--- src/rtl/ddr_frame_rd_ctrl.sv ---
`timescale 1ns/1ps
`default_nettype none
// ============================================================================
// Module   : ddr_frame_rd_ctrl
// Desc     : Walks one DDR frame buffer with fixed-length read bursts and
//            pushes the returned beats into the video line FIFO. A burst is
//            requested only when the FIFO water level leaves room for all of
//            it. Single clock domain (DDR user clock = FIFO write clock).
// Options  : DDR_FRAME_RD_ERR_CHK_EN - builds the sticky protocol/overflow
//            error checker driving err; when undefined err is tied low.
// Revision : 1.0 - initial release
// ============================================================================
module ddr_frame_rd_ctrl #(
   parameter int                    ADDR_WIDTH       = 28,
   parameter int                    DATA_WIDTH       = 128,
   parameter int                    BURST_LEN        = 16,
   parameter int                    FIFO_DEPTH_WIDTH = 11,
   parameter int                    FRAME_BURSTS     = 7200,
   parameter logic [ADDR_WIDTH-1:0] BASE_ADDR        = '0
) (
   input  logic                      wr_clk,
   input  logic                      wr_rst,
   input  logic                      frame_start,
   input  logic [FIFO_DEPTH_WIDTH:0] fifo_water_level,
   input  logic                      fifo_full,
   output logic                      fifo_wr_en,
   output logic [DATA_WIDTH-1:0]     fifo_wr_data,
   output logic [ADDR_WIDTH-1:0]     rd_addr,
   output logic [7:0]                rd_len,
   output logic                      rd_addr_valid,
   input  logic                      rd_addr_ready,
   input  logic [DATA_WIDTH-1:0]     rd_data,
   input  logic                      rd_data_valid,
   input  logic                      rd_data_last,
   output logic                      busy,
   output logic                      frame_done,
   output logic                      err
);

   // Burst counter must be able to hold FRAME_BURSTS itself.
   localparam int                        c_IDX_W        = $clog2(FRAME_BURSTS + 1);
   localparam logic [ADDR_WIDTH-1:0]     c_burst_bytes  = ADDR_WIDTH'(BURST_LEN * DATA_WIDTH / 8);
   // Highest water level that still leaves room for one whole burst.
   localparam logic [FIFO_DEPTH_WIDTH:0] c_space_thresh =
      (FIFO_DEPTH_WIDTH + 1)'((1 << FIFO_DEPTH_WIDTH) - BURST_LEN);
   localparam logic [c_IDX_W-1:0]        c_last_idx     = c_IDX_W'(FRAME_BURSTS);

   typedef enum logic [2:0] {
      S_IDLE       = 3'd0,
      S_WAIT_SPACE = 3'd1,
      S_REQ        = 3'd2,
      S_DATA       = 3'd3,
      S_SETTLE     = 3'd4
   } state_t;

   state_t                r_state;
   state_t                w_next_state;
   logic [c_IDX_W-1:0]    r_burst_idx;
   logic [ADDR_WIDTH-1:0] r_addr;
   logic                  r_settle_cnt;
   logic                  r_restart_pend;
   logic                  r_fifo_wr_en;
   logic [DATA_WIDTH-1:0] r_fifo_wr_data;
   logic                  r_frame_done;

   logic                  w_clear_ctrs;
   logic                  w_adv_ctrs;
   logic                  w_set_pend;
   logic                  w_frame_done;
   logic                  w_has_space;

   assign w_has_space = (fifo_water_level <= c_space_thresh);

   // State register.
   always_ff @(posedge wr_clk or posedge wr_rst) begin
      if (wr_rst) begin
         r_state <= S_IDLE;
      end else begin
         r_state <= w_next_state;
      end
   end

   // Next-state logic and counter/flag control strobes.
   always_comb begin
      w_next_state = r_state;
      w_clear_ctrs = 1'b0;
      w_adv_ctrs   = 1'b0;
      w_set_pend   = 1'b0;
      w_frame_done = 1'b0;
      case (r_state)
         S_IDLE: begin
            if (frame_start) begin
               w_clear_ctrs = 1'b1;
               w_next_state = S_WAIT_SPACE;
            end
         end
         S_WAIT_SPACE: begin
            // Nothing is in flight, so a restart takes effect immediately.
            if (frame_start) begin
               w_clear_ctrs = 1'b1;
            end else if (w_has_space) begin
               w_next_state = S_REQ;
            end
         end
         S_REQ: begin
            w_set_pend = frame_start;
            if (rd_addr_ready) begin
               w_next_state = S_DATA;
            end
         end
         S_DATA: begin
            w_set_pend = frame_start;
            if (rd_data_valid && rd_data_last) begin
               w_adv_ctrs   = 1'b1;
               w_next_state = S_SETTLE;
            end
         end
         S_SETTLE: begin
            w_set_pend = frame_start;
            if (r_settle_cnt) begin
               // A restart arriving on the final exit beats frame_done.
               if (r_restart_pend || frame_start) begin
                  w_clear_ctrs = 1'b1;
                  w_next_state = S_WAIT_SPACE;
               end else if (r_burst_idx == c_last_idx) begin
                  w_frame_done = 1'b1;
                  w_next_state = S_IDLE;
               end else begin
                  w_next_state = S_WAIT_SPACE;
               end
            end
         end
         default: begin
            w_next_state = S_IDLE;
         end
      endcase
   end

   // Burst index and address walk through the frame buffer.
   always_ff @(posedge wr_clk or posedge wr_rst) begin
      if (wr_rst) begin
         r_burst_idx <= '0;
         r_addr      <= BASE_ADDR;
      end else if (w_clear_ctrs) begin
         r_burst_idx <= '0;
         r_addr      <= BASE_ADDR;
      end else if (w_adv_ctrs) begin
         r_burst_idx <= r_burst_idx + c_IDX_W'(1);
         r_addr      <= r_addr + c_burst_bytes;
      end
   end

   // Restart request latched while a burst is in flight.
   always_ff @(posedge wr_clk or posedge wr_rst) begin
      if (wr_rst) begin
         r_restart_pend <= 1'b0;
      end else if (w_clear_ctrs) begin
         r_restart_pend <= 1'b0;
      end else if (w_set_pend) begin
         r_restart_pend <= 1'b1;
      end
   end

   // Two-cycle settle timer so the water level catches up with the writes.
   always_ff @(posedge wr_clk or posedge wr_rst) begin
      if (wr_rst) begin
         r_settle_cnt <= 1'b0;
      end else if (r_state == S_SETTLE) begin
         r_settle_cnt <= ~r_settle_cnt;
      end else begin
         r_settle_cnt <= 1'b0;
      end
   end

   // Register returned beats into the FIFO write port.
   always_ff @(posedge wr_clk or posedge wr_rst) begin
      if (wr_rst) begin
         r_fifo_wr_en   <= 1'b0;
         r_fifo_wr_data <= '0;
      end else begin
         r_fifo_wr_en <= (r_state == S_DATA) && rd_data_valid;
         if ((r_state == S_DATA) && rd_data_valid) begin
            r_fifo_wr_data <= rd_data;
         end
      end
   end

   // One-cycle end-of-frame pulse.
   always_ff @(posedge wr_clk or posedge wr_rst) begin
      if (wr_rst) begin
         r_frame_done <= 1'b0;
      end else begin
         r_frame_done <= w_frame_done;
      end
   end

   assign fifo_wr_en    = r_fifo_wr_en;
   assign fifo_wr_data  = r_fifo_wr_data;
   assign rd_addr       = r_addr;
   assign rd_len        = 8'(BURST_LEN - 1);
   assign rd_addr_valid = (r_state == S_REQ);
   assign busy          = (r_state != S_IDLE);
   assign frame_done    = r_frame_done;

`ifdef DDR_FRAME_RD_ERR_CHK_EN
   logic [8:0] r_beat_cnt;
   logic       r_err;
   logic       w_err_set;

   // Beats seen in the current burst; only used to judge rd_data_last.
   always_ff @(posedge wr_clk or posedge wr_rst) begin
      if (wr_rst) begin
         r_beat_cnt <= '0;
      end else if (r_state != S_DATA) begin
         r_beat_cnt <= '0;
      end else if (rd_data_valid) begin
         r_beat_cnt <= r_beat_cnt + 9'd1;
      end
   end

   assign w_err_set = (fifo_full && r_fifo_wr_en)
                    || (rd_data_valid && (r_state != S_DATA))
                    || ((r_state == S_DATA) && rd_data_valid && rd_data_last
                        && (r_beat_cnt != 9'(BURST_LEN - 1)));

   // Sticky error flag, cleared only by reset.
   always_ff @(posedge wr_clk or posedge wr_rst) begin
      if (wr_rst) begin
         r_err <= 1'b0;
      end else if (w_err_set) begin
         r_err <= 1'b1;
      end
   end

   assign err = r_err;
`else
   logic w_unused_fifo_full;
   assign w_unused_fifo_full = fifo_full;
   assign err                = 1'b0;
`endif

endmodule
`default_nettype wire

--- config.mk ---
export PLATFORM = sky130hd
export DESIGN_NAME = ddr_frame_rd_ctrl
export DESIGN_NICKNAME = d
export VERILOG_FILES = /design/src/rtl/ddr_frame_rd_ctrl.sv
export SDC_FILE = /design/constraint.sdc
export NUM_CORES = 1
export LEC_CHECK = 0
export ABC_AREA = 1
export CELL_PAD_IN_SITES_DETAIL_PLACEMENT = 1
export CELL_PAD_IN_SITES_GLOBAL_PLACEMENT = 1
export CORE_UTILIZATION = 27
export CTS_CLUSTER_DIAMETER = 30
export DETAILED_ROUTE_END_ITERATION = 7
export PLACE_DENSITY = 0.78
export SYNTH_ARGS = -nofsm -noshare
export SYNTH_HDL_FRONTEND = slang
export SYNTH_SLANG_ARGS = --single-unit
--- constraint.sdc ---
create_clock -name wr_clk -period 5.33 [get_ports wr_clk]
set_input_delay 0.533 -clock wr_clk [delete_from_list [all_inputs] [get_ports wr_clk]]
set_output_delay 0.533 -clock wr_clk [all_outputs]
set_load 0.03 [all_outputs]
== After elaboration in Yosys (flattened, before gate mapping) ==
Cells that the tools add are included.
Operators by class
  magnitude comparators: 1
  bitwise operators: 1
  multiplexer cells: 27
  equal/unequal tests: 11
  reduce and logical (&&, ||, !) cells: 10
  multiply operators: 0
  shift operators: 0
  divide/modulo/power cells: 0
  add/sub/neg operators: 2
Operators by type and width (number)
  $mux W28: 2
  $add A28 B9 Y28 const B: 1
  $mux W13: 2
  $mux W3: 6
  $mux W1: 15
  $pmux W3 S5: 1
  $add A13 B1 Y13 const B: 1
  $eq A13 B13 Y1 const B: 1
  $le A12 B11 Y1 const B: 1
  $ne A2 B2 Y1 const B: 5
  $eq A3 B2 Y1 const B: 2
  $reduce_and A6 Y1: 1
  $reduce_bool A2 Y1: 2
  $eq A3 B1 Y1 const B: 1
  $eq A3 B3 Y1 const B: 1
  $logic_not A3 Y1: 1
  $reduce_bool A3 Y1: 1
  $reduce_or A3 Y1: 1
  $logic_and A1 B1 Y1: 2
  $ne A2 B1 Y1 const B: 1
  $pmux W1 S2: 1
  $reduce_or A2 Y1: 1
  $logic_or A1 B1 Y1: 1
  $not A1 Y1: 1
Word-level totals
  output and inout bits: 169
  input port bits: 147
  memories kept: 0
  ROM bits: 0
  RAM bits: 0
  bits in latches: 0
  register bits: 176

== Depth between registers and ports, before layout ==
Gate-level depths: netlist of the first run.
  depth in word-level cells: 5
  mapped depth: 10

== Worst setup path before layout of the first run ==
Ideal clock, no wire load.
  path type: register -> register
  from: register r_addr[8], in the netlist rd_addr[8]
  to: register r_addr[26], in the netlist rd_addr[26]
  required time: 5.217 ns
  data arrival time: 1.480 ns
  path slack: 3.737 ns
  stages on the path, launching flop included: 11
  clock period less this slack: 1.593 ns
  path through: dfrtp_1 -> ha_1 -> nand3_1 -> inv_1 -> nand2_1 -> nor2_2 -> nand3_1 -> nand2_1 -> nand2_1 -> nand2_1 -> inv_1
Between the ends
  longest elaborated chain between the ends: 3
RTL lines
  start: declaration: RTL line 59  | logic [ADDR_WIDTH-1:0] r_addr;
  start signal: assignment: RTL line 149  | r_addr <= r_addr + c_burst_bytes;
  $add A28 B9 Y28: RTL line 149
  $mux W28: RTL line 147  | end else if (w_adv_ctrs) begin
  $mux W28: RTL line 144  | end else if (w_clear_ctrs) begin
No other way between the ends. The select of a mux whose other input is x is not followed.
A chain may end at the register's enable or synchronous reset.

== Worst setup path after layout of the first run ==
  from: register r_state[0]
  to: register r_fifo_wr_data[43], in the netlist fifo_wr_data[43]
Between the ends
  longest elaborated chain between the ends: 2
RTL lines
  start: declaration: RTL line 56  | state_t r_state;
  start signal: assignment: RTL line 79  | r_state <= w_next_state;
  $eq A3 B2 Y1: RTL line 182  | if ((r_state == S_DATA) && rd_data_valid) begin
  $logic_and A1 B1 Y1: RTL line 182
  end signal: assignment: RTL line 183  | r_fifo_wr_data <= rd_data;
  end: declaration: RTL line 63  | logic [DATA_WIDTH-1:0] r_fifo_wr_data;
No other way between the ends.

==> metrics.txt, run 1 <==
# TYPE chip_impl_metric gauge
chip_impl_metric{name="gr-usage-all-layers",unit="%"} 17.5
chip_impl_info{name="hold_path.class",value="register to register"} 1
chip_impl_metric{name="io_buf_count",unit=""} 297
chip_impl_metric{name="detail_route.first_pass.iterations",unit=""} 7
chip_impl_metric{name="number_of_antenna_violations_at_the_first_check_in_global_routing",unit=""} 1
chip_impl_metric{name="yosys_warn_count",unit=""} 0
chip_impl_metric{name="cts_post_setup_buffers_inserted",unit=""} 0
chip_impl_metric{name="grt_pass1_wl",unit="um"} 38500
chip_impl_metric{name="finalHoldWorstSlack",unit="ns"} 0.478
chip_impl_metric{name="multiInputGateArea",unit="um2"} 2680
chip_impl_info{name="r2r-start",value="r_state[0]"} 1
chip_impl_metric{name="timing.critical_path.arrival",unit="ns"} 3.17
chip_impl_metric{name="pre_cts_slack",unit="ns"} 2.27
chip_impl_metric{name="slew_headroom",unit="%"} 21.9
chip_impl_metric{name="fin_nets",unit=""} 1342
chip_impl_metric{name="drc_marker_count_from_the_first_detailed_route_iteration",unit=""} 438
chip_impl_metric{name="whs_path_depth",unit=""} 2
chip_impl_metric{name="die_h",unit="um"} 167
chip_impl_metric{name="dpl.cell_count",unit=""} 1508
chip_impl_metric{name="achievable-frequency",unit="MHz"} 357
chip_impl_info{name="leading_post_synthesis_cells_by_instance_count",value="485 x sky130_fd_sc_hd__nand2_1, 168 x sky130_fd_sc_hd__dfrtp_1, 55 x sky130_fd_sc_hd__nor2_1, 45 x sky130_fd_sc_hd__inv_1, 30 x sky130_fd_sc_hd__buf_4"} 1
chip_impl_metric{name="post-route-period-util",unit="%"} 52.5
chip_impl_metric{name="start_util",unit="%"} 27.8
chip_impl_metric{name="cp_max_fo",unit=""} 84
chip_impl_metric{name="core.rowCount",unit=""} 59
chip_impl_metric{name="gp_congestion",unit=""} 0.794
chip_impl_info{name="hp-start",value="fifo_wr_data[63]"} 1
chip_impl_metric{name="vias",unit=""} 6923
chip_impl_metric{name="layoutNonFillerInstCount",unit=""} 1539
chip_impl_metric{name="average_size_of_a_mapped_cell",unit="um2"} 8.07
chip_impl_metric{name="clkLatencyLatePin",unit="ns"} 0.43
chip_impl_info{name="synth_top_cells_by_area",value="sky130_fd_sc_hd__dfrtp_1 57%, sky130_fd_sc_hd__nand2_1 25%, sky130_fd_sc_hd__buf_4 3.1%, sky130_fd_sc_hd__nor2_1 2.8%, sky130_fd_sc_hd__inv_1 2.3%"} 1
chip_impl_metric{name="area_share_of_the_largest_cell_type_after_synthesis",unit="%"} 57.5
chip_impl_metric{name="synth-edff-count",unit=""} 0
chip_impl_info{name="cp_endpoint_kind",value="register"} 1
chip_impl_metric{name="setup_tns_final",unit="ns"} 0
chip_impl_info{name="criticalPathCategory",value="register to register"} 1
chip_impl_info{name="min_to",value="fifo_wr_data[63]"} 1
chip_impl_metric{name="clock-sinks",unit=""} 168
chip_impl_metric{name="finalWorstSetupSlack",unit="ns"} 2.53
chip_impl_metric{name="synth-async-reset-ratio",unit="%"} 100
chip_impl_metric{name="clk_path_buf_depth",unit=""} 2
chip_impl_metric{name="cts.clk_slew.worst_paths",unit="ns"} 0.08
chip_impl_metric{name="cts-buffers-inserted",unit=""} 17
chip_impl_metric{name="ctsHtreeMaxLevel",unit=""} 4
chip_impl_metric{name="holdBufCountCts",unit=""} 0
chip_impl_metric{name="post_synth_num_cell_types",unit=""} 29
chip_impl_metric{name="hold_violations",unit=""} 0
chip_impl_info{name="outcome",value="finished with violations"} 1
chip_impl_metric{name="ff_latch_area",unit="um2"} 4200
chip_impl_info{name="synth_top_cell_by_area",value="sky130_fd_sc_hd__dfrtp_1"} 1
chip_impl_metric{name="yosysSeqAreaShare",unit="%"} 57.5
chip_impl_metric{name="finalCriticalPeriod",unit="ns"} 2.80
chip_impl_metric{name="via_count_of_the_first_global_routing_pass",unit=""} 7095
chip_impl_metric{name="placed_cell_area",unit="um2"} 10500
chip_impl_metric{name="register_to_register_setup_slack",unit="ns"} 2.53
chip_impl_info{name="clock_tree_from_tritoncts",value="yes"} 1
chip_impl_info{name="grt_setup_unrepaired",value="no"} 1
chip_impl_metric{name="detailed_route_vias_per_instance",unit=""} 4.50
chip_impl_metric{name="overflow",unit=""} 0
chip_impl_metric{name="wl_per_cell",unit="um"} 15.6
chip_impl_metric{name="count_of_pins_over_their_slew_limit",unit=""} 0
chip_impl_metric{name="die_x",unit="um"} 167
chip_impl_info{name="failing_checks",value="design-rule violations"} 1
chip_impl_metric{name="drive_gt1_share",unit="%"} 3.99
chip_impl_metric{name="route.detailed.drc",unit=""} 22
chip_impl_metric{name="floorplan.io_pins",unit=""} 316
chip_impl_metric{name="worst_slew_pin_slew",unit="ns"} 1.17
chip_impl_metric{name="route.antenna.remaining_nets",unit=""} 0
chip_impl_metric{name="crit_required",unit="ns"} 5.70
chip_impl_metric{name="totalWireLength",unit="um"} 24000
chip_impl_info{name="clock_tree.root_cell",value="sky130_fd_sc_hd__clkbuf_16"} 1
chip_impl_metric{name="floorplan.core_area",unit="um2"} 26300
chip_impl_info{name="synth_top_flop_cell",value="sky130_fd_sc_hd__dfrtp_1"} 1
chip_impl_metric{name="r2r.worst_path.cells",unit=""} 7
chip_impl_metric{name="grt_start_max_net_pins",unit=""} 93
chip_impl_info{name="timing.rr.end",value="fifo_wr_data[43]"} 1
chip_impl_metric{name="fin_area",unit="um2"} 11100
chip_impl_metric{name="timing.final.setup_violations",unit=""} 0
chip_impl_info{name="critPathLaunchType",value="register"} 1
chip_impl_metric{name="area_growth_syn_to_layout",unit="%"} 51.5
chip_impl_metric{name="power_leakage",unit="nW"} 5.34
chip_impl_metric{name="netlist_instances",unit=""} 906
chip_impl_metric{name="antenna-diode-count",unit=""} 0
chip_impl_metric{name="drv_cap",unit=""} 0
chip_impl_metric{name="timing.clock.skew",unit="ns"} 0.0118
chip_impl_metric{name="postCtsResizedCells",unit=""} 0
chip_impl_metric{name="dp_hpwl",unit="um"} 17200
chip_impl_metric{name="peakVddDrop",unit="mV"} 0.232
chip_impl_metric{name="power.density_cell_area",unit="nW/um2"} 549
chip_impl_info{name="synth.most_common_cell",value="sky130_fd_sc_hd__nand2_1"} 1
chip_impl_metric{name="count_of_filler_cells_inserted_in_the_layout",unit=""} 3115
chip_impl_metric{name="number_of_synthesized_register_bits",unit=""} 168
chip_impl_metric{name="die_area",unit="um2"} 27800
chip_impl_metric{name="syn-cell-area",unit="um2"} 7310
metrics by stage:
step / utilization, % / total power [mW]
floorplan: - / 3.60
global route: 42.2 / 6.43
global placement: 40.0 / 4.80
detailed placement: 40.0 / 4.88
CTS: 42.2 / 6.17
finish: 42.2 / 6.08
logic make-up (layout without fill, tap and decap cells):
| kind of cell | after synthesis | after routing | share of synthesized area (%) |
|---|---|---|---|
| AOI/OAI and AO/OA | 35 | 35 | 2.60 |
| and+or+nand+nor | 600 | 600 | 32.4 |
| DFF | 168 | 168 | 57.5 |
| adders and majority gates | 3 | 3 | 0.513 |
| other | 2 | 17 | 0.103 |
| buffers and inverters | 97 | 380 | 6.81 |
| xor gates and xnor gates | 1 | 1 | 0.120 |
layout by cell type, fill, tap and decap left out:
cell                              instances
sky130_fd_sc_hd__a21oi_1                  9
sky130_fd_sc_hd__a31oi_1                  3
sky130_fd_sc_hd__buf_12                   1
sky130_fd_sc_hd__buf_4                    4
sky130_fd_sc_hd__bufinv_16                1
sky130_fd_sc_hd__clkbuf_16               17
sky130_fd_sc_hd__clkdlybuf4s50_1        297
sky130_fd_sc_hd__clkinvlp_4               3
sky130_fd_sc_hd__conb_1                  17
sky130_fd_sc_hd__dfrtp_1                168
sky130_fd_sc_hd__ha_1                     3
sky130_fd_sc_hd__inv_1                   43
sky130_fd_sc_hd__inv_2                    2
sky130_fd_sc_hd__inv_4                    1
sky130_fd_sc_hd__inv_6                    6
sky130_fd_sc_hd__inv_8                    5
sky130_fd_sc_hd__nand2_1                484
sky130_fd_sc_hd__nand2_2                  2
sky130_fd_sc_hd__nand2_4                  1
sky130_fd_sc_hd__nand3_1                 23
sky130_fd_sc_hd__nand3_2                  1
sky130_fd_sc_hd__nand4_1                 20
sky130_fd_sc_hd__nor2_1                  55
sky130_fd_sc_hd__nor2_2                   1
sky130_fd_sc_hd__nor3_1                   8
sky130_fd_sc_hd__nor3b_1                  1
sky130_fd_sc_hd__nor4_1                   1
sky130_fd_sc_hd__o211ai_1                 1
sky130_fd_sc_hd__o21a_1                   1
sky130_fd_sc_hd__o21ai_0                 18
sky130_fd_sc_hd__o21bai_1                 2
sky130_fd_sc_hd__o22ai_1                  1
sky130_fd_sc_hd__or2_2                    3
sky130_fd_sc_hd__xnor2_1                  1
critical path: stages (launching register included):
cell                      delay (ns)
sky130_fd_sc_hd__dfrtp_1        0.46
sky130_fd_sc_hd__nand2_1        0.08
sky130_fd_sc_hd__nor2_1         0.28
sky130_fd_sc_hd__nand2_4        0.44
sky130_fd_sc_hd__inv_4          0.82
sky130_fd_sc_hd__buf_4          0.37
sky130_fd_sc_hd__nand2_1        0.11
sky130_fd_sc_hd__nand2_1        0.08
cell type report:
class,count,share of cell area [%]
flip-flops and latches,168,37.9
clock inverters,14,1.38
clock buffers,17,3.84
multi-input cells,656,24.1
repair buffers,302,27.3
well taps,335,3.78
inverters,47,1.66
sequential cells by signal, indices dropped and copies added, names as in the netlist:
signal / flops
fifo_wr_data: 128
rd_addr: 20
r_burst_idx: 13
r_state: 3
fifo_wr_en: 1
frame_done: 1
r_restart_pend: 1
r_settle_cnt: 1
power by group:
part | internal [mW] | switching, mW
clock | 0.665 | 0.590
sequential | 1.73 | 0.268
combinational | 1.10 | 1.73
worst max path at each step:
stage / start / endpoint / slack [ns]
after global placement: rd_data_valid / fifo_wr_data[115] / 2.28
after global routing: r_state[0] / fifo_wr_data[43] / 2.27
after floorplan: wr_rst / fifo_wr_data[0] / 0.25
after CTS: r_state[0] / fifo_wr_data[43] / 2.43
after detailed placement: rd_data_valid / fifo_wr_data[43] / 2.27
final: r_state[0] / fifo_wr_data[43] / 2.53
metal layers:
metal,track usage (%),part of all wire [%],vias up
met5,0,0.054,-
met4,6.20,2.2,2
met3,3.94,5.9,39
met2,29.7,49,216
met1,21.7,43,3344
li1,-,-,3322
Power figures use the tool's default switching activity.
==> inputs of run 2 (changes only) <==
Settings changed: CORE_UTILIZATION 27 to 30, PLACE_DENSITY 0.78 to 0.82.
Clock period 5.33 ns to 2.9 ns, I/O delays scaled along.
==> metrics.txt, run 2 (synthesized netlist as in run 1, its figures left out) <==
# TYPE chip_impl_metric gauge
chip_impl_metric{name="holdBufCountCts",unit=""} 0
chip_impl_metric{name="postCtsResizedCells",unit=""} 0
chip_impl_metric{name="power.sequential.fraction",unit="%"} 32.1
chip_impl_metric{name="crit_required",unit="ns"} 2.61
chip_impl_metric{name="internal_power",unit="mW"} 6.72
chip_impl_info{name="clock_tree.root_cell",value="sky130_fd_sc_hd__clkbuf_16"} 1
chip_impl_metric{name="hold_violations",unit=""} 0
chip_impl_metric{name="fin_area",unit="um2"} 11200
chip_impl_info{name="final_cell_mix",value="484 x sky130_fd_sc_hd__nand2_1, 297 x sky130_fd_sc_hd__clkdlybuf4s50_1, 168 x sky130_fd_sc_hd__dfrtp_1"} 1
chip_impl_metric{name="dp_hpwl",unit="um"} 17400
chip_impl_metric{name="core.rowCount",unit=""} 56
chip_impl_metric{name="ff_latch_area",unit="um2"} 4200
chip_impl_metric{name="post-route-period-util",unit="%"} 75.2
chip_impl_metric{name="finalPower",unit="mW"} 11.4
chip_impl_metric{name="r2r.worst_path.cells",unit=""} 7
chip_impl_metric{name="clk_path_buf_depth",unit=""} 2
chip_impl_info{name="hold_path.class",value="input port to asynchronous set/reset pin"} 1
chip_impl_metric{name="antenna-diode-count",unit=""} 0
chip_impl_metric{name="area_growth_syn_to_layout",unit="%"} 53.8
chip_impl_metric{name="wl_per_cell",unit="um"} 15.7
chip_impl_metric{name="route.antenna.remaining_nets",unit=""} 0
chip_impl_metric{name="floorplan.io_pins",unit=""} 316
chip_impl_metric{name="power.density_cell_area",unit="nW/um2"} 1020
chip_impl_info{name="clock_tree_from_tritoncts",value="yes"} 1
chip_impl_metric{name="register_to_register_setup_slack",unit="ns"} 0.99
chip_impl_metric{name="floorplan.core_area",unit="um2"} 23700
chip_impl_info{name="final_common_cell",value="sky130_fd_sc_hd__nand2_1"} 1
chip_impl_info{name="worstSetupEndpoint",value="rd_addr_valid"} 1
chip_impl_metric{name="finalCriticalPeriod",unit="ns"} 2.18
chip_impl_metric{name="worst_slew_pin_slew",unit="ns"} 0.767
chip_impl_metric{name="cts-buffers-inserted",unit=""} 17
chip_impl_metric{name="achievable-frequency",unit="MHz"} 458
chip_impl_metric{name="die_area",unit="um2"} 25000
chip_impl_info{name="cp_endpoint_kind",value="output port"} 1
chip_impl_metric{name="overflow",unit=""} 0
chip_impl_metric{name="timing.critical_path.arrival",unit="ns"} 1.89
chip_impl_metric{name="start_util",unit="%"} 30.9
chip_impl_metric{name="totalWireLength",unit="um"} 24000
chip_impl_metric{name="grt_pass1_wl",unit="um"} 37600
chip_impl_metric{name="drv_cap",unit=""} 0
chip_impl_metric{name="io_buf_count",unit=""} 297
chip_impl_metric{name="route.detailed.drc",unit=""} 0
chip_impl_metric{name="ctsHtreeMaxLevel",unit=""} 4
chip_impl_metric{name="cp_max_fo",unit=""} 7
chip_impl_metric{name="vias",unit=""} 6990
chip_impl_info{name="r2r-start",value="r_state[0]"} 1
chip_impl_metric{name="clkLatencyLatePin",unit="ns"} 0.43
chip_impl_info{name="outcome",value="finished, final reports clean"} 1
chip_impl_metric{name="count_of_filler_cells_inserted_in_the_layout",unit=""} 2842
chip_impl_metric{name="drc_marker_count_from_the_first_detailed_route_iteration",unit=""} 270
chip_impl_metric{name="power_leakage",unit="nW"} 5.43
chip_impl_metric{name="fin_nets",unit=""} 1348
chip_impl_metric{name="placed_cell_area",unit="um2"} 10600
chip_impl_metric{name="die_h",unit="um"} 158
chip_impl_metric{name="part_of_the_power_in_combinational_logic",unit="%"} 46.0
chip_impl_metric{name="slew_headroom",unit="%"} 48.8
chip_impl_metric{name="count_of_pins_over_their_slew_limit",unit=""} 0
chip_impl_metric{name="gr-usage-all-layers",unit="%"} 19.3
chip_impl_metric{name="gp_congestion",unit=""} 0.811
chip_impl_metric{name="setup_tns_final",unit="ns"} 0
chip_impl_metric{name="via_count_of_the_first_global_routing_pass",unit=""} 7403
chip_impl_metric{name="detail_route.first_pass.iterations",unit=""} 4
chip_impl_metric{name="timing.clock.skew",unit="ns"} 0.0154
chip_impl_metric{name="switching_share",unit="%"} 41.2
chip_impl_metric{name="total_switching_power",unit="mW"} 4.72
chip_impl_metric{name="cts_post_setup_buffers_inserted",unit=""} 0
chip_impl_metric{name="largest_register_ff_count",unit=""} 128
chip_impl_metric{name="number_of_antenna_violations_at_the_first_check_in_global_routing",unit=""} 0
chip_impl_metric{name="timing.final.setup_violations",unit=""} 0
chip_impl_metric{name="clock-sinks",unit=""} 168
chip_impl_metric{name="peakVddDrop",unit="mV"} 0.467
chip_impl_info{name="cp-startpoint",value="r_state[0]"} 1
chip_impl_metric{name="clock_power_share",unit="%"} 21.9
chip_impl_metric{name="detailed_route_vias_per_instance",unit=""} 4.57
chip_impl_info{name="critPathLaunchType",value="register"} 1
chip_impl_metric{name="multiInputGateArea",unit="um2"} 2680
chip_impl_metric{name="grt_start_max_net_pins",unit=""} 67
chip_impl_metric{name="drive_gt1_share",unit="%"} 4.46
chip_impl_info{name="criticalPathCategory",value="register to output port"} 1
chip_impl_info{name="grt_setup_unrepaired",value="no"} 1
chip_impl_metric{name="die_x",unit="um"} 158
chip_impl_info{name="timing.rr.end",value="fifo_wr_data[105]"} 1
chip_impl_metric{name="cts.clk_slew.worst_paths",unit="ns"} 0.07
run 2: cell types whose count changed in the layout (fill, tap and decap cells not counted):
| cell | change |
|---|---|
| sky130_fd_sc_hd__bufinv_16 | +3 |
| sky130_fd_sc_hd__inv_8 | -3 |
| sky130_fd_sc_hd__buf_12 | +6 |
| sky130_fd_sc_hd__clkinv_4 | +1 |
| sky130_fd_sc_hd__inv_6 | -1 |
| sky130_fd_sc_hd__clkbuf_8 | +1 |
| sky130_fd_sc_hd__clkinvlp_4 | -1 |
run 2: cell type report:
class                           instances  area share [%]
Sequential cell                       168            37.4
Timing Repair Buffer                  308            27.9
Multi-Input combinational cell        656            23.8
Clock buffer                           18            3.90
Tap cell                              319            3.55
Clock inverter                         13            1.80
Inverter                               47            1.62
run 2: metrics by stage:
| step | utilization [%] | hold slack (ns) | setup WS (ns) | cells |
|---|---|---|---|---|
| 6_report | 47.5 | 0.354 | 0.718 | 1529 |
| 5_1_grt | 47.5 | 0.395 | 0.642 | 1529 |
| 4_1_cts | 47.5 | 0.374 | 0.695 | 1529 |
| 3_5_place_dp | 44.8 | 0.464 | 0.751 | 1498 |
| 3_3_place_gp | 44.8 | 0.460 | 0.770 | 1498 |
| 2_1_floorplan | - | 0.400 | 0.469 | 921 |
run 2: worst min-delay path by stage:
stage,to,startpoint,slack [ns]
after floorplan,fifo_wr_data[0],rd_data[0],0.40
after global placement,fifo_wr_data[107],fifo_wr_data[107],0.46
after detailed placement,fifo_wr_data[84],fifo_wr_data[84],0.46
after CTS,fifo_wr_data[73],wr_rst,0.37
after global routing,fifo_wr_data[69],rd_data[69],0.40
final,fifo_wr_data[53],wr_rst,0.35
run 2: worst max-delay path, cell delays in order, from the launching register on:
cell and delay (ns):
sky130_fd_sc_hd__dfrtp_1 0.46, sky130_fd_sc_hd__nor2_1 0.19, sky130_fd_sc_hd__nand2_1 0.09, sky130_fd_sc_hd__inv_1 0.06, sky130_fd_sc_hd__clkdlybuf4s50_1 0.68
run 2: per-layer routing:
layer,GRT usage (%),vias to the layer above,wire length (um)
met4,7.51,0,625
li1,-,3336,-
met3,5.53,37,1730
met5,0,-,0
met2,33.6,227,11900
met1,22.3,3390,9830
run 2: power by group through the flow:
stage / Combinational, mW / Sequential [mW] / Clock [mW]
2_1_floorplan: 1.36 / 5.26 / 0
3_3_place_gp: 5.19 / 3.66 / 0
3_5_place_dp: 5.30 / 3.70 / 0
4_1_cts: 5.34 / 3.68 / 2.59
5_1_grt: 5.66 / 3.77 / 2.68
6_report: 5.26 / 3.67 / 2.51
==> inputs of run 3 (changes only) <==
Settings changed: CORE_UTILIZATION 30 to 27, PLACE_DENSITY 0.82 to 0.78.
Clock period 2.9 ns to 1.9 ns, I/O delays scaled along.
==> metrics.txt, run 3 (synthesized netlist as in run 1, its figures left out) <==
# TYPE chip_impl_metric gauge
chip_impl_info{name="final_common_cell",value="sky130_fd_sc_hd__nand2_1"} 1
chip_impl_metric{name="setup_tns_final",unit="ns"} 0
chip_impl_metric{name="dp_hpwl",unit="um"} 17800
chip_impl_metric{name="fin_nets",unit=""} 1357
chip_impl_metric{name="clock-sinks",unit=""} 168
chip_impl_info{name="failing_checks",value="design-rule violations"} 1
chip_impl_metric{name="cts_post_setup_buffers_inserted",unit=""} 0
chip_impl_info{name="cpMaxStageDelayCell",value="sky130_fd_sc_hd__clkdlybuf4s50_1"} 1
chip_impl_metric{name="finalCriticalPeriod",unit="ns"} 1.83
chip_impl_metric{name="fin_area",unit="um2"} 11300
chip_impl_metric{name="peakVddDrop",unit="mV"} 0.695
chip_impl_metric{name="cts-buffers-inserted",unit=""} 17
chip_impl_metric{name="vias",unit=""} 6953
chip_impl_metric{name="combined_buffer_and_inverter_count_along_the_critical_path",unit=""} 1
chip_impl_metric{name="timing.clock.skew",unit="ns"} 0.0117
chip_impl_info{name="grt_setup_unrepaired",value="no"} 1
chip_impl_metric{name="finalWorstSetupSlack",unit="ns"} 0.0705
chip_impl_info{name="final_cell_mix",value="484 x sky130_fd_sc_hd__nand2_1, 293 x sky130_fd_sc_hd__clkdlybuf4s50_1, 168 x sky130_fd_sc_hd__dfrtp_1"} 1
chip_impl_metric{name="drv_cap",unit=""} 0
chip_impl_metric{name="die_x",unit="um"} 167
chip_impl_metric{name="core.rowCount",unit=""} 59
chip_impl_metric{name="r2r.worst_path.cells",unit=""} 6
chip_impl_metric{name="hold_violations",unit=""} 0
chip_impl_metric{name="placed_cell_area",unit="um2"} 10700
chip_impl_info{name="r2r-start",value="r_state[0]"} 1
chip_impl_info{name="cp-startpoint",value="rd_addr[24]"} 1
chip_impl_metric{name="route.antenna.remaining_nets",unit=""} 0
chip_impl_metric{name="die_area",unit="um2"} 27800
chip_impl_metric{name="grt_start_max_net_pins",unit=""} 129
chip_impl_metric{name="floorplan.io_pins",unit=""} 316
chip_impl_metric{name="number_of_antenna_violations_at_the_first_check_in_global_routing",unit=""} 1
chip_impl_info{name="clock_tree.root_cell",value="sky130_fd_sc_hd__clkbuf_16"} 1
chip_impl_metric{name="detailed_route_vias_per_instance",unit=""} 4.47
chip_impl_metric{name="overflow",unit=""} 0
chip_impl_metric{name="floorplan.core_area",unit="um2"} 26300
chip_impl_metric{name="start_util",unit="%"} 27.8
chip_impl_info{name="path_delay_family",value="buffers and inverters"} 1
chip_impl_metric{name="register_to_register_setup_slack",unit="ns"} 0.18
chip_impl_metric{name="clkLatencyLatePin",unit="ns"} 0.42
chip_impl_metric{name="route.detailed.drc",unit=""} 23
chip_impl_metric{name="gr-usage-all-layers",unit="%"} 18.0
chip_impl_metric{name="pre_cts_slack",unit="ns"} 0.0881
chip_impl_metric{name="slew_headroom",unit="%"} 56.4
chip_impl_metric{name="timing.final.setup_violations",unit=""} 0
chip_impl_metric{name="power.density_cell_area",unit="nW/um2"} 1530
chip_impl_info{name="clock_tree_from_tritoncts",value="yes"} 1
chip_impl_info{name="hold_path.class",value="input port to asynchronous set/reset pin"} 1
chip_impl_metric{name="drc_marker_count_from_the_first_detailed_route_iteration",unit=""} 438
chip_impl_info{name="criticalPathCategory",value="register to output port"} 1
chip_impl_metric{name="clk_path_buf_depth",unit=""} 2
chip_impl_metric{name="totalWireLength",unit="um"} 24400
chip_impl_metric{name="area_growth_syn_to_layout",unit="%"} 55.0
chip_impl_metric{name="path_depth",unit=""} 1
chip_impl_metric{name="post-route-period-util",unit="%"} 96.3
chip_impl_metric{name="cp_max_fo",unit=""} 6
chip_impl_metric{name="finalPower",unit="mW"} 17.3
chip_impl_metric{name="crit_path_max_incr_delay",unit="ns"} 0.73
chip_impl_metric{name="cts.clk_slew.worst_paths",unit="ns"} 0.07
chip_impl_info{name="outcome",value="finished with violations"} 1
chip_impl_info{name="critPathLaunchType",value="register"} 1
chip_impl_metric{name="via_count_of_the_first_global_routing_pass",unit=""} 7287
chip_impl_metric{name="die_h",unit="um"} 167
chip_impl_metric{name="detail_route.first_pass.iterations",unit=""} 6
chip_impl_metric{name="count_of_pins_over_their_slew_limit",unit=""} 0
chip_impl_info{name="timing.rr.end",value="rd_addr[10]"} 1
chip_impl_metric{name="timing.critical_path.arrival",unit="ns"} 1.64
chip_impl_metric{name="io_buf_count",unit=""} 297
chip_impl_metric{name="grt_pass1_wl",unit="um"} 39800
chip_impl_metric{name="ctsHtreeMaxLevel",unit=""} 4
chip_impl_info{name="worstSetupEndpoint",value="rd_addr[24]"} 1
chip_impl_metric{name="achievable-frequency",unit="MHz"} 547
chip_impl_metric{name="gp_congestion",unit=""} 0.806
chip_impl_metric{name="wl_per_cell",unit="um"} 15.7
chip_impl_info{name="worstPathCellList",value="clkdlybuf4s50_1"} 1
chip_impl_metric{name="power_leakage",unit="nW"} 5.50
chip_impl_metric{name="worst_slew_pin_slew",unit="ns"} 0.654
chip_impl_metric{name="crit_required",unit="ns"} 1.71
chip_impl_metric{name="drive_gt1_share",unit="%"} 5.17
chip_impl_metric{name="largest_register_ff_count",unit=""} 128
chip_impl_info{name="cp_endpoint_kind",value="output port"} 1
[run 3: layer usage]
layer | track usage [%] | vias to the layer above | part of all wire, %
li1 | - | 3346 | -
met2 | 30.6 | 222 | 49
met1 | 22.5 | 3355 | 43
met4 | 5.88 | 0 | 2.2
met5 | 0 | - | 0
met3 | 4.33 | 30 | 6.0
[run 3: what timing repair did]
| action | in CTS | in global routing |
|---|---|---|
| hold buffers | 0 | 0 |
| gates cloned | 0 | 0 |
| resized for setup | 2 | 3 |
| setup endpoints to repair | 2 | 3 |
[run 3: worst min path at each step]
stage,start,end,slack [ns],depth (start not counted)
2_1_floorplan,rd_data[0],fifo_wr_data[0],0.30,2
3_3_place_gp,fifo_wr_data[97],fifo_wr_data[97],0.46,2
3_5_place_dp,fifo_wr_data[120],fifo_wr_data[120],0.46,2
4_1_cts,wr_rst,fifo_wr_data[75],0.05,2
5_1_grt,wr_rst,fifo_wr_data[76],0.06,2
6_report,wr_rst,fifo_wr_data[75],0.07,2
[run 3: through the flow]
| step | util (%) | hold slack [ns] | std cells |
|---|---|---|---|
| 2_1_floorplan | - | 0.300 | 921 |
| 3_3_place_gp | 40.8 | 0.460 | 1523 |
| 3_5_place_dp | 40.8 | 0.464 | 1523 |
| 4_1_cts | 43.1 | 0.0514 | 1554 |
| 5_1_grt | 43.1 | 0.0574 | 1555 |
| 6_report | 43.1 | 0.0690 | 1555 |
[run 3: cell type report]
cell class                      instances  area [um2]
Antenna cell                            1        2.50
Clock buffer                           18         439
Clock inverter                         13         159
Fill cell                            3094       14900
Inverter                               47         183
Multi-Input combinational cell        656        2680
Sequential cell                       168        4200
Tap cell                              335         419
Timing Repair Buffer                  317        3250
[run 3: power breakdown]
part / total (mW) / internal (mW) / switching (mW)
registers: 5.60 / 4.86 / 0.738
clock network: 3.62 / 2.01 / 1.60
logic: 8.09 / 3.17 / 4.92
==> RTL change 1, RTL diff (config.mk and constraints of run 1) <==
Re-encode `state_t` (5 states) as one-hot, 5 bits wide.
--- a/src/rtl/ddr_frame_rd_ctrl.sv
+++ b/src/rtl/ddr_frame_rd_ctrl.sv
@@ -45,12 +45,12 @@
       (FIFO_DEPTH_WIDTH + 1)'((1 << FIFO_DEPTH_WIDTH) - BURST_LEN);
    localparam logic [c_IDX_W-1:0]        c_last_idx     = c_IDX_W'(FRAME_BURSTS);
 
-   typedef enum logic [2:0] {
-      S_IDLE       = 3'd0,
-      S_WAIT_SPACE = 3'd1,
-      S_REQ        = 3'd2,
-      S_DATA       = 3'd3,
-      S_SETTLE     = 3'd4
+   typedef enum logic [4:0] {
+      S_IDLE       = 5'b00001,
+      S_WAIT_SPACE = 5'b00010,
+      S_REQ        = 5'b00100,
+      S_DATA       = 5'b01000,
+      S_SETTLE     = 5'b10000
    } state_t;
 
    state_t                r_state;
Formal check against the unedited RTL: same outputs for any inputs over 10 cycles, from zero or initial values and one cycle with wr_rst high; not proved beyond that.
==> RTL change 1 against run 1 <==
  * Power is 1.8% higher
  * Worst setup slack better by 150 ps
  * Core utilization is 0.73 points lower
  * Sequential power is 3% higher
  * Maximum frequency is 5.8% higher
  * Synthesized cell count is 28% lower
  * Design area is 1.0% higher
  * Sequential cell count is 2 higher
  * Synthesized area is 2.2% higher
  * Clock skew is 4.2 ps higher
  * Highest routed layer is now met4
  * Wire length is 8.1% lower
  * First-iteration DRC count is 47% lower
  * Hold slack better by 3.7 ps
==> RTL change 1: results (changes against run 1) <==
[logic_synthesis]
ys_warn_count = 0  ; unchanged
netlist_top_cells_count = dfrtp_1, nand2_1, mux2_1
synth_fa_ha_area_share_pct = 0.5023  ; -0.011 points
ys_types = 31  ; +6.9%
synth.area.mux_share_pct = 19.29  ; +19 points
synth_area_leaders = dfrtp_1, mux2_1, nand2_1
synth.avg_cell_area_sq_um = 11.41  ; +41%
synth_compound_area_share_pct = 1.725  ; -0.88 points
ys_async_sr_fraction_pct = 100.0  ; unchanged
yosysSeqAreaShare_pct = 56.95  ; -0.53 points
synth-xor-area-share_pct = 0.4689  ; +0.35 points

[route]
wl_per_cell_microns = 16.85  ; +8.1%
drtPass1Iterations = 4  ; -3
vias = 5846  ; -16%
drt_iter0_markers = 230  ; -47%

[final_layout]
largest_reg_flops = 128  ; unchanged
layout.cells.non_filler = 1309  ; -15%
final.fill_count = 2975  ; -4.5%
final_nets = 1103  ; -18%
drive_gt1_share_pct = 6.943  ; +3.0 points

[sta]
slew-limit-headroom_pct = 44.79  ; +23 points
clock_skew_ps = 15.95  ; +4.175 ps

[clocking]
worstSkewPairLatency_ps = 430  ; about the same
clk_pin_slew_worst_paths_ps = 80  ; about the same
post-cts-setup-buffer-count = 0  ; unchanged
htree_levels = 4  ; unchanged
post_cts_resized = 0  ; unchanged
numCtsBuffers = 17  ; unchanged
root_buffer = clkbuf_16
cts_buffer_depth = 2  ; unchanged

[power_and_ir_drop]
leakagePower_nw = 4.960  ; -7.2%
peakVddDrop_uv = 194.4  ; -16%

[hold_path]
hp-class = flop to flop

[grt]
antenna_found_initial = 3  ; +2
grt_pass1_wl_mm = 34.59  ; -10%
first_global_vias = 6152  ; -13%
grt_max_degree = 130  ; +40%
grt_usage_pct = 15.89  ; -1.6 points

[critical_path]
cp_max_fo = 5  ; -94%
crit_arrival_ps = 2110  ; -1060 ps

[status]
status = finished clean

[placement]
dp_hpwl_mm = 16.36  ; -5.0%
dpl_cell_area_sq_mm = 0.01062  ; +1.1%
portBuffers = 297  ; unchanged
place_congestion = 0.7596  ; -4.4%

## RTL change 1: cell types whose count changed after synthesis, moves of 3 or more
cell             run 1  this run
o21ai_0             18         8
buf_8                0        11
buf_2                5         2
xor2_1               0         4
mux2_2               0        19
nand3_1             23        26
or2_2                3         0
nor3_1               8        12
nor2_1              55        67
nand2_1            485       117
buf_4               30        18
mux2_1               0       109
nand4_1             20        10
clkbuf_1            12         0
## RTL change 1: power by group
part	switching [mW]	internal (mW)	total (mW)
clock	0.606	0.626	1.23
combinational	1.67	1.25	2.91
sequential	0.248	1.80	2.05
total	2.52	3.67	6.19
## RTL change 1: path summary, 6_finish.rpt
| path | slack (ps) | end | depth (start not counted) | from |
|---|---|---|---|---|
| setup / recovery | 2690 | rd_addr_valid | 4 | r_state[1] |
| max in group asynchronous | 3770 | fifo_wr_data[3] | 3 | wr_rst |
| hold / removal | 480 | fifo_wr_data[126] | 1 | fifo_wr_data[126] |
| min in group asynchronous | 540 | fifo_wr_data[127] | 2 | wr_rst |
| hold reg to reg | 480 | fifo_wr_data[126] | 1 | fifo_wr_data[126] |
| setup reg to reg | 3210 | r_burst_idx[4] | 8 | r_state[0] |
## RTL change 1: cell type report
cell class / instances / area (sq um) / area share, %
Sequential cell: 170 / 4255 / 37.99
Inverter: 49 / 188.9 / 1.687
Tap cell: 341 / 426.7 / 3.809
Multi-Input combinational cell: 416 / 2734 / 24.41
Clock buffer: 17 / 425.4 / 3.798
Antenna cell: 3 / 7.507 / 0.06702
Clock inverter: 14 / 150.1 / 1.340
Timing Repair Buffer: 299 / 3013 / 26.90
## RTL change 1: cells by family (layout without fill, tap and decap cells)
family          after synthesis  after routing
other cells                   2             20
fa+ha+maj                     3              3
flops                       170            170
simple gates                242            242
mux                         128            128
xor+xnor                      4              4
buf+inv                      84            379
compound gates               22             22
## RTL change 1: metrics by stage
| step | total power, mW | hold slack [ps] | util, % | worst slack [ps] |
|---|---|---|---|---|
| floorplan | 3.661 | 476.9 | - | 195.2 |
| global placement | 4.922 | 466.0 | 39.29 | 2632 |
| detailed placement | 5.009 | 473.7 | 39.29 | 2596 |
| CTS | 6.274 | 490.6 | 41.42 | 2635 |
| global route | 6.503 | 500.7 | 41.44 | 2562 |
| finish | 6.192 | 482.0 | 41.44 | 2686 |
## RTL change 1: worst max-delay path, cell delays in order, from the launching register on
cell and delay [ps]:
dfrtp_1 430, nor2_4 160, nand2_1 70, nor2_1 260, clkdlybuf4s50_1 760
## RTL change 1: layer usage
layer | share of wire (%) | GRT usage, % | wire, microns
met3 | 6.3 | 4.607 | 1398
met2 | 53 | 28.90 | 11590
met5 | 0 | 0 | 0
met1 | 40 | 17.74 | 8761
met4 | 1.4 | 5.059 | 306
==> RTL change 2, RTL diff (flow settings as in run 1) <==
Without the edit above. Add a define of `DDR_FRAME_RD_ERR_CHK_EN`.
--- a/src/rtl/ddr_frame_rd_ctrl.sv
+++ b/src/rtl/ddr_frame_rd_ctrl.sv
@@ -10,6 +10,8 @@
 //            error checker driving err; when undefined err is tied low.
 // Revision : 1.0 - initial release
 // ============================================================================
+`define DDR_FRAME_RD_ERR_CHK_EN
+
 module ddr_frame_rd_ctrl #(
    parameter int                    ADDR_WIDTH       = 28,
    parameter int                    DATA_WIDTH       = 128,
Behaviour: not the same (Yosys sat finds a counterexample within 4 cycles, from zero or initial values and one cycle with wr_rst high).
==> RTL change 2 against run 1 <==
  * Core utilization down 1.2 points
  * Critical path depth unchanged
  * Design area up 6.1%
  * Synthesized area up 7.7%
  * Clock skew about the same
  * Non-clock buffer count up 2
  * Sequential cell count up 10
  * Worst setup slack better by 97 ps
  * Via count up 6.7%
  * Hold slack worse by 7.9 ps
  * Wire length up 8.4%
  * Power up 3.0%
  * Critical endpoint is now r_beat_cnt[1]
==> RTL change 2: results (changes against run 1) <==
[status]
status = finished clean

[critical_path]
worstSetupStartpoint = rd_data_valid
cp_max_fo = 70  ; -17%
cp_slowest_cell = buf_4
slowest_delay_ps = 690  ; -130 ps
endpoint = r_beat_cnt[1]
r2r_start = r_state[2]
r2r_slack_ps = 2720  ; +190 ps

[route]
wl_met3_mm = 1.838  ; +29%
dr.max_layer_used = met4
drtPass1Iterations = 4  ; -3
vias_per_cell = 4.456  ; -0.94%
wl_met2_mm = 13.27  ; +14%
wl_met1_mm = 10.51  ; +1.5%
drt_iter0_markers = 349  ; -20%
wl_per_cell_microns = 15.69  ; +0.70%

[placement]
place_ws_ps = 2132  ; -135.7 ps
dpl_cell_area_sq_mm = 0.01115  ; +6.1%
place_congestion = 0.8069  ; +1.6%
dp_hpwl_mm = 18.89  ; +9.7%
placed_cells = 1625  ; +7.8%
portBuffers = 299  ; +0.67%

[hold_path]
min_to = fifo_wr_data[26]

[logic_synthesis]
synth_fa_ha_area_share_pct = 0.6350  ; +0.12 points
synth_cells = 974  ; +7.5%
yosysSeqAreaShare_pct = 56.52  ; -0.96 points
ys_types = 37  ; +28%
synth_compound_area_share_pct = 3.254  ; +0.65 points
synth_area_leaders = dfrtp_1, nand2_1, nor2_1
synth-xor-area-share_pct = 0.6668  ; +0.55 points

[grt]
grt_max_degree = 100  ; +7.5%
first_global_vias = 7804  ; +10%
met2_usage_pct = 31.30  ; +1.6 points
grt_pass1_wl_mm = 42.35  ; +10%

[power_and_ir_drop]
peakVddDrop_uv = 263.9  ; +14%
switchingPower_mw = 2.623  ; +1.2%

[final_layout]
layout.cells.non_filler = 1657  ; +7.7%
drive_gt1_share_pct = 4.403  ; +0.42 points
final_nets = 1411  ; +5.1%
fin_util_pct = 40.98  ; -1.2 points
final.fill_count = 3454  ; +11%

[sta]
hold_ws_ps = 470.3  ; -7.901 ps
finalCritPeriodShare_pct = 50.68  ; -1.8 points

[clocking]
htree_levels = 4  ; unchanged
clk_pin_slew_worst_paths_ps = 70

==> RTL change 2: cell types whose count changed in the layout (fill, tap and decap cells not counted), sizes merged, moves of 6 or more <==
cell / run 1 / this run
nand2: 487 / 502
nand3: 24 / 37
dfrtp: 168 / 178
nor2: 56 / 64
o21ai: 18 / 24
==> RTL change 2: power groups by stage <==
stage	logic [mW]	registers (mW)	clock network, mW
2_1_floorplan	0.742	2.94	0
3_3_place_gp	2.84	2.08	0
3_5_place_dp	2.88	2.10	0
4_1_cts	2.90	2.09	1.38
5_1_grt	3.07	2.14	1.43
6_report	2.85	2.08	1.34
==> RTL change 2: critical path, delay by kind of cell <==
| family | cells | cell delay [ps] |
|---|---|---|
| buffers and inverters | 4 | 1820 |
| and+or+nand+nor | 3 | 630 |
==> RTL change 2: cell type report <==
type	count	area share [%]
inverters	51	1.723
multi-input cells	708	25.24
flip-flops and latches	178	37.87
well taps	384	4.085
clock inverters	13	1.457
repair buffers	304	25.87
diodes	1	0.02127
clock buffers	18	3.734
